## src/rtl/seq_mult8.sv

```systemverilog
// seq_mult8 -- 8x8 unsigned shift-add multiplier built around a single
// 8-bit ripple-carry adder (rca). One multiplier bit is consumed per RUN
// cycle; the 16-bit product appears on p when the operation completes.
//
// Ports:
//   clk    in   1   system clock, rising edge
//   rst_n  in   1   asynchronous active-low reset
//   start  in   1   operation request, only looked at in IDLE
//   a      in   8   multiplicand (unsigned)
//   b      in   8   multiplier (unsigned)
//   busy   out  1   high while an operation is in RUN or DONE
//   done   out  1   one-cycle completion pulse
//   p      out 16   product, held until the next accepted start
//
// Build option:
//   SEQ_MULT8_EARLY_TERM_EN  when defined, the operation finishes as soon as
//                            the remaining multiplier bits are all zero by
//                            shifting out all remaining positions in one step.

module rca (
  input  logic [7:0] x,
  input  logic [7:0] y,
  input  logic       cin,
  output logic [7:0] sum,
  output logic       cout
);
  logic [8:0] c;

  assign c[0] = cin;

  for (genvar i = 0; i < 8; i++) begin : g_fa
    assign sum[i]   = x[i] ^ y[i] ^ c[i];
    assign c[i + 1] = (x[i] & y[i]) | (c[i] & (x[i] ^ y[i]));
  end

  assign cout = c[8];
endmodule

// state | meaning
// ------+-------------------------------------------------------------
// IDLE  | waiting for start; operands are latched on the accepting edge
// RUN   | one shift-add iteration per edge, 8 in total (fewer with
//       | early termination)
// DONE  | single cycle; done pulses, p already holds the product
module seq_mult8 (
  input  logic        clk,
  input  logic        rst_n,
  input  logic        start,
  input  logic [7:0]  a,
  input  logic [7:0]  b,
  output logic        busy,
  output logic        done,
  output logic [15:0] p
);
  typedef enum logic [1:0] {
    S_IDLE = 2'd0,
    S_RUN  = 2'd1,
    S_DONE = 2'd2
  } state_t;

  state_t      state;
  state_t      state_nxt;

  // acc = {carry, hi, lo}; lo starts as the multiplier and is shifted out
  // while the partial product shifts in from hi.
  logic [16:0] acc;
  logic [7:0]  mcand;
  logic [3:0]  iter;
  logic [15:0] prod;

  logic [7:0]  sum;
  logic        cout;
  logic [16:0] acc_step;
  logic        step_last;

`ifdef SEQ_MULT8_EARLY_TERM_EN
  logic [7:0]  rem_mask;
`endif

  rca u_rca (
    .x    (acc[15:8]),
    .y    (mcand),
    .cin  (1'b0),
    .sum  (sum),
    .cout (cout)
  );

  always_comb begin
    step_last = (iter == 4'd7);
    if (acc[0]) begin
      acc_step = {cout, sum, acc[7:0]} >> 1;
    end else begin
      acc_step = acc >> 1;
    end
`ifdef SEQ_MULT8_EARLY_TERM_EN
    // The low (8 - iter) bits of lo are the multiplier bits not yet used.
    // If none is set, no further add can happen: finish the shifts at once.
    rem_mask = 8'hFF >> iter;
    if ((acc[7:0] & rem_mask) == 8'h00) begin
      acc_step  = acc >> (4'd8 - iter);
      step_last = 1'b1;
    end
`endif
  end

  // State register
  always_ff @(posedge clk or negedge rst_n) begin
    if (!rst_n) begin
      state <= S_IDLE;
    end else begin
      state <= state_nxt;
    end
  end

  // Next-state logic
  always_comb begin
    state_nxt = state;
    case (state)
      S_IDLE:  if (start) state_nxt = S_RUN;
      S_RUN:   if (step_last) state_nxt = S_DONE;
      S_DONE:  state_nxt = S_IDLE;
      default: state_nxt = S_IDLE;
    endcase
  end

  // Output logic
  always_comb begin
    busy = 1'b0;
    done = 1'b0;
    case (state)
      S_RUN:   busy = 1'b1;
      S_DONE:  begin
        busy = 1'b1;
        done = 1'b1;
      end
      default: ;
    endcase
  end

  // Datapath; prod only loads on the edge entering DONE so p is stable
  // throughout RUN.
  always_ff @(posedge clk or negedge rst_n) begin
    if (!rst_n) begin
      acc   <= '0;
      mcand <= '0;
      iter  <= '0;
      prod  <= '0;
    end else begin
      case (state)
        S_IDLE: begin
          if (start) begin
            mcand <= a;
            acc   <= {1'b0, 8'h00, b};
            iter  <= '0;
          end
        end
        S_RUN: begin
          acc  <= acc_step;
          iter <= iter + 4'd1;
          if (step_last) prod <= acc_step[15:0];
        end
        default: ;
      endcase
    end
  end

  assign p = prod;
endmodule
```

## config.mk

```make
export PLATFORM = sky130hd
export DESIGN_NAME = seq_mult8
export DESIGN_NICKNAME = d
export VERILOG_FILES = /design/src/rtl/seq_mult8.sv
export SDC_FILE = /design/constraint.sdc
export NUM_CORES = 1
export LEC_CHECK = 0
export CAP_MARGIN = 20
export CORE_UTILIZATION = 42
export CTS_CLUSTER_DIAMETER = 200
export DETAILED_ROUTE_END_ITERATION = 12
export MAX_ROUTING_LAYER = met4
export PLACE_DENSITY = 0.78
export SYNTH_ARGS = -nofsm -noshare
export SYNTH_HDL_FRONTEND = slang
export SYNTH_HIERARCHICAL = 1
export SYNTH_SLANG_ARGS = --single-unit
export TNS_END_PERCENT = 100
```

## constraint.sdc

```tcl
create_clock -name clk -period 3.8 [get_ports clk]
set_clock_uncertainty 0.05 [all_clocks]
set_input_delay 0.38 -clock clk [delete_from_list [all_inputs] [get_ports clk]]
set_output_delay 0.38 -clock clk [all_outputs]
set_load 0.01 [all_outputs]
```

==> results of run 1 <==
-- cells in the mapped netlist, drive strengths merged --
cell,instances,area share
conb,1,0.0017
o21ai,25,0.057
dfrtp,46,0.52
inv,13,0.022
a21o,1,0.0034
nand2b,2,0.0057
o211ai,1,0.0034
buf,7,0.028
a21oi,1,0.0023
mux2i,16,0.078
a311oi,1,0.0040
nor2,2,0.0034
a211oi,1,0.0034
mux2,15,0.080
a32o,1,0.0045
a22oi,1,0.0034
nand3b,3,0.010
fa,8,0.073
nand3,3,0.0068
nand2,30,0.051
ha,4,0.023
nand4b,2,0.015
-- worst max path at each step --
stage,to,slack [ns],cells after the start
after global placement,p[14],-0.03,14
after CTS,p[14],0.02,14
after detailed placement,p[14],-0.11,14
after floorplan,acc[14],0.05,14
final,p[14],0.09,14
after global routing,p[14],-0.07,14
-- report_power, final --
part           internal (mW)  switching (mW)  leakage, nW  total [mW]
clock                  0.146           0.164       0.0472       0.310
combinational          0.473           0.435        0.628       0.908
sequential             0.693           0.174        0.562       0.867
-- area by class of cell --
cell class,instances,area [µm²]
fillers,447,2356
flip-flops and latches,46,1151
multi-input cells,118,965.9
repair buffers,38,370.4
well taps,70,87.58
clock buffers,6,82.58
inverters,13,48.80
clock inverters,2,12.51
-- metrics by stage --
stage	total power, mW	hold WS [ns]	instances	setup slack [ns]
after floorplan	1.440	0.03441	184	0.05117
after global placement	1.707	0.4104	285	-0.03072
after detailed placement	1.755	0.4201	285	-0.1123
after CTS	2.079	0.2214	293	0.02084
after global routing	2.266	0.2606	293	-0.06957
final	2.085	0.1941	293	0.09132
-- registers in the layout, summed over array words and instances (netlist names) --
| register | count |
|---|---|
| acc | 16 |
| iter | 4 |
| mcand | 8 |
| p | 16 |
| state | 2 |
-- per-layer routing --
metal | part of all wire | global-route usage | vias up
met2 | 0.50 | 0.2783 | 33
met3 | 0.037 | 0.03659 | 7
li1 | - | - | 692
met4 | 0.022 | 0.07757 | 0
met5 | 0 | - | -
met1 | 0.44 | 0.2121 | 714
-- worst max-delay path: stages, from the launching register on --
cell	delay [ns]
dfrtp_1	0.41
fa_2	0.39
inv_2	0.06
fa_2	0.18
inv_2	0.04
fa_2	0.33
fa_2	0.35
fa_2	0.34
fa_2	0.35
fa_2	0.34
inv_2	0.06
fa_1	0.41
inv_1	0.09
mux2i_2	0.08
o21ai_1	0.15
-- repair_timing --
item | 4_1_cts | 5_1_grt
hold buffers | 0 | 0
pin swaps | 0 | 2
endpoints found under the setup margin | 2 | 2
gates resized for setup | 5 | 8
-- cell families after synthesis --
kind of cell,after synthesis,share of synthesized area
AO/OA/AOI/OAI,32,0.08107
other,1,0.001699
AND/OR/NAND/NOR,42,0.09183
buffers and inverters,20,0.05045
adder cells (fa/ha/maj),12,0.09524
multiplexers,31,0.1582
flip-flops,46,0.5215
==> impl_metrics.json, run 1 <==
{
  "status": "finished, final reports clean",
  "worstPathRequired_ns": 3.97,
  "yosys_warnings": 6,
  "final_core_util": 0.5358,
  "synth_cell_type_count": 28,
  "overflow": 0,
  "synth_area_um2": 2207,
  "powerDensity_nw_per_um2": 766.9,
  "clkTransAtPathRegs_ns": 0.08,
  "dr.pass1.iters": 4,
  "cts_root_buf": "clkbuf_8",
  "grt_first_pass_wirelength_um": 6948,
  "drcViolationCount": 0,
  "setup_viol": 0,
  "initial_core_util": 0.4349,
  "power.leakage_nw": 1.237,
  "final-max-slew-violation-count": 0,
  "synth_nets": 215,
  "vias_per_cell": 4.935,
  "die_h_um": 74.49,
  "grt_setup_unrepaired": "yes",
  "ant_nets": 0,
  "crit_type": "reg -> reg",
  "postCtsSetupRepairBufs": 0,
  "htree_levels": 2,
  "most-common-layout-cells": "46 x dfrtp_1, 35 x clkdlybuf4s50_1, 30 x nand2_1, 21 x o21ai_0, 14 x mux2i_1",
  "numPortBuffers": 36,
  "ys_ff_latch": 46,
  "fin_crit_sh": 0.9760,
  "place_hpwl_um": 2709,
  "grt_pass1_vias": 1514,
  "postLayoutCellArea_um2": 2719,
  "syn_inst": 184,
  "die_area_um2": 5549,
  "wl_per_cell_um": 13.66,
  "tritoncts": "yes",
  "cp-end-kind": "flop",
  "grt_usage": 0.1739,
  "reg2reg_to": "p[14]",
  "clock_sinks": 46,
  "r2r_slack_ns": 0.09,
  "tns_ns": 0,
  "rows": 26,
  "worst_pin_slew_ns": 0.9978,
  "synthToLayoutAreaGrowth_pct": 23.19,
  "finalHoldViolCount": 0,
  "period_needed_ns": 3.709,
  "timing.fmax_ghz": 0.2696,
  "worstSkewPairLatency_ns": 0.30,
  "slew_headroom": 0.3348,
  "critPathArrivalTime_ns": 3.88,
  "gp_congestion": 0.7061,
  "clk_path_buf_depth": 2,
  "crit_path_start": "mcand[0]",
  "antenna_cells": 0,
  "via_count": 1446,
  "core_area_um2": 5075,
  "drive_above_1_share": 0.1749,
  "ir_drop_v": 0.0003183,
  "avgSynthCellArea_um2": 12.00,
  "fin_nets": 253,
  "r2r_cells": 14,
  "numCtsBuffers": 5,
  "start_kind": "flop",
  "grt_max_degree": 47,
  "die_w_um": 74.49,
  "crit_fanout": 2,
  "worstReg2RegStart": "mcand[0]",
  "boundaryPins": 37,
  "hold_path_class": "in -> async",
  "drv_cap": 0,
  "drtIter0Drc": 46,
  "synth_seq_area_share": 0.5215,
  "final_common_cell": "dfrtp_1",
  "placed_area_um2": 2603,
  "antenna_found_initial": 0,
  "drt_wl_total_um": 4002
}
No activity file was read; power rests on OpenSTA's default activity.
==> run 2: changes to the inputs <==
Settings changed: CTS_CLUSTER_DIAMETER 200 to default.
==> results of run 2 <==
The final DEF is identical to that of run 1; final timing and power are the same.
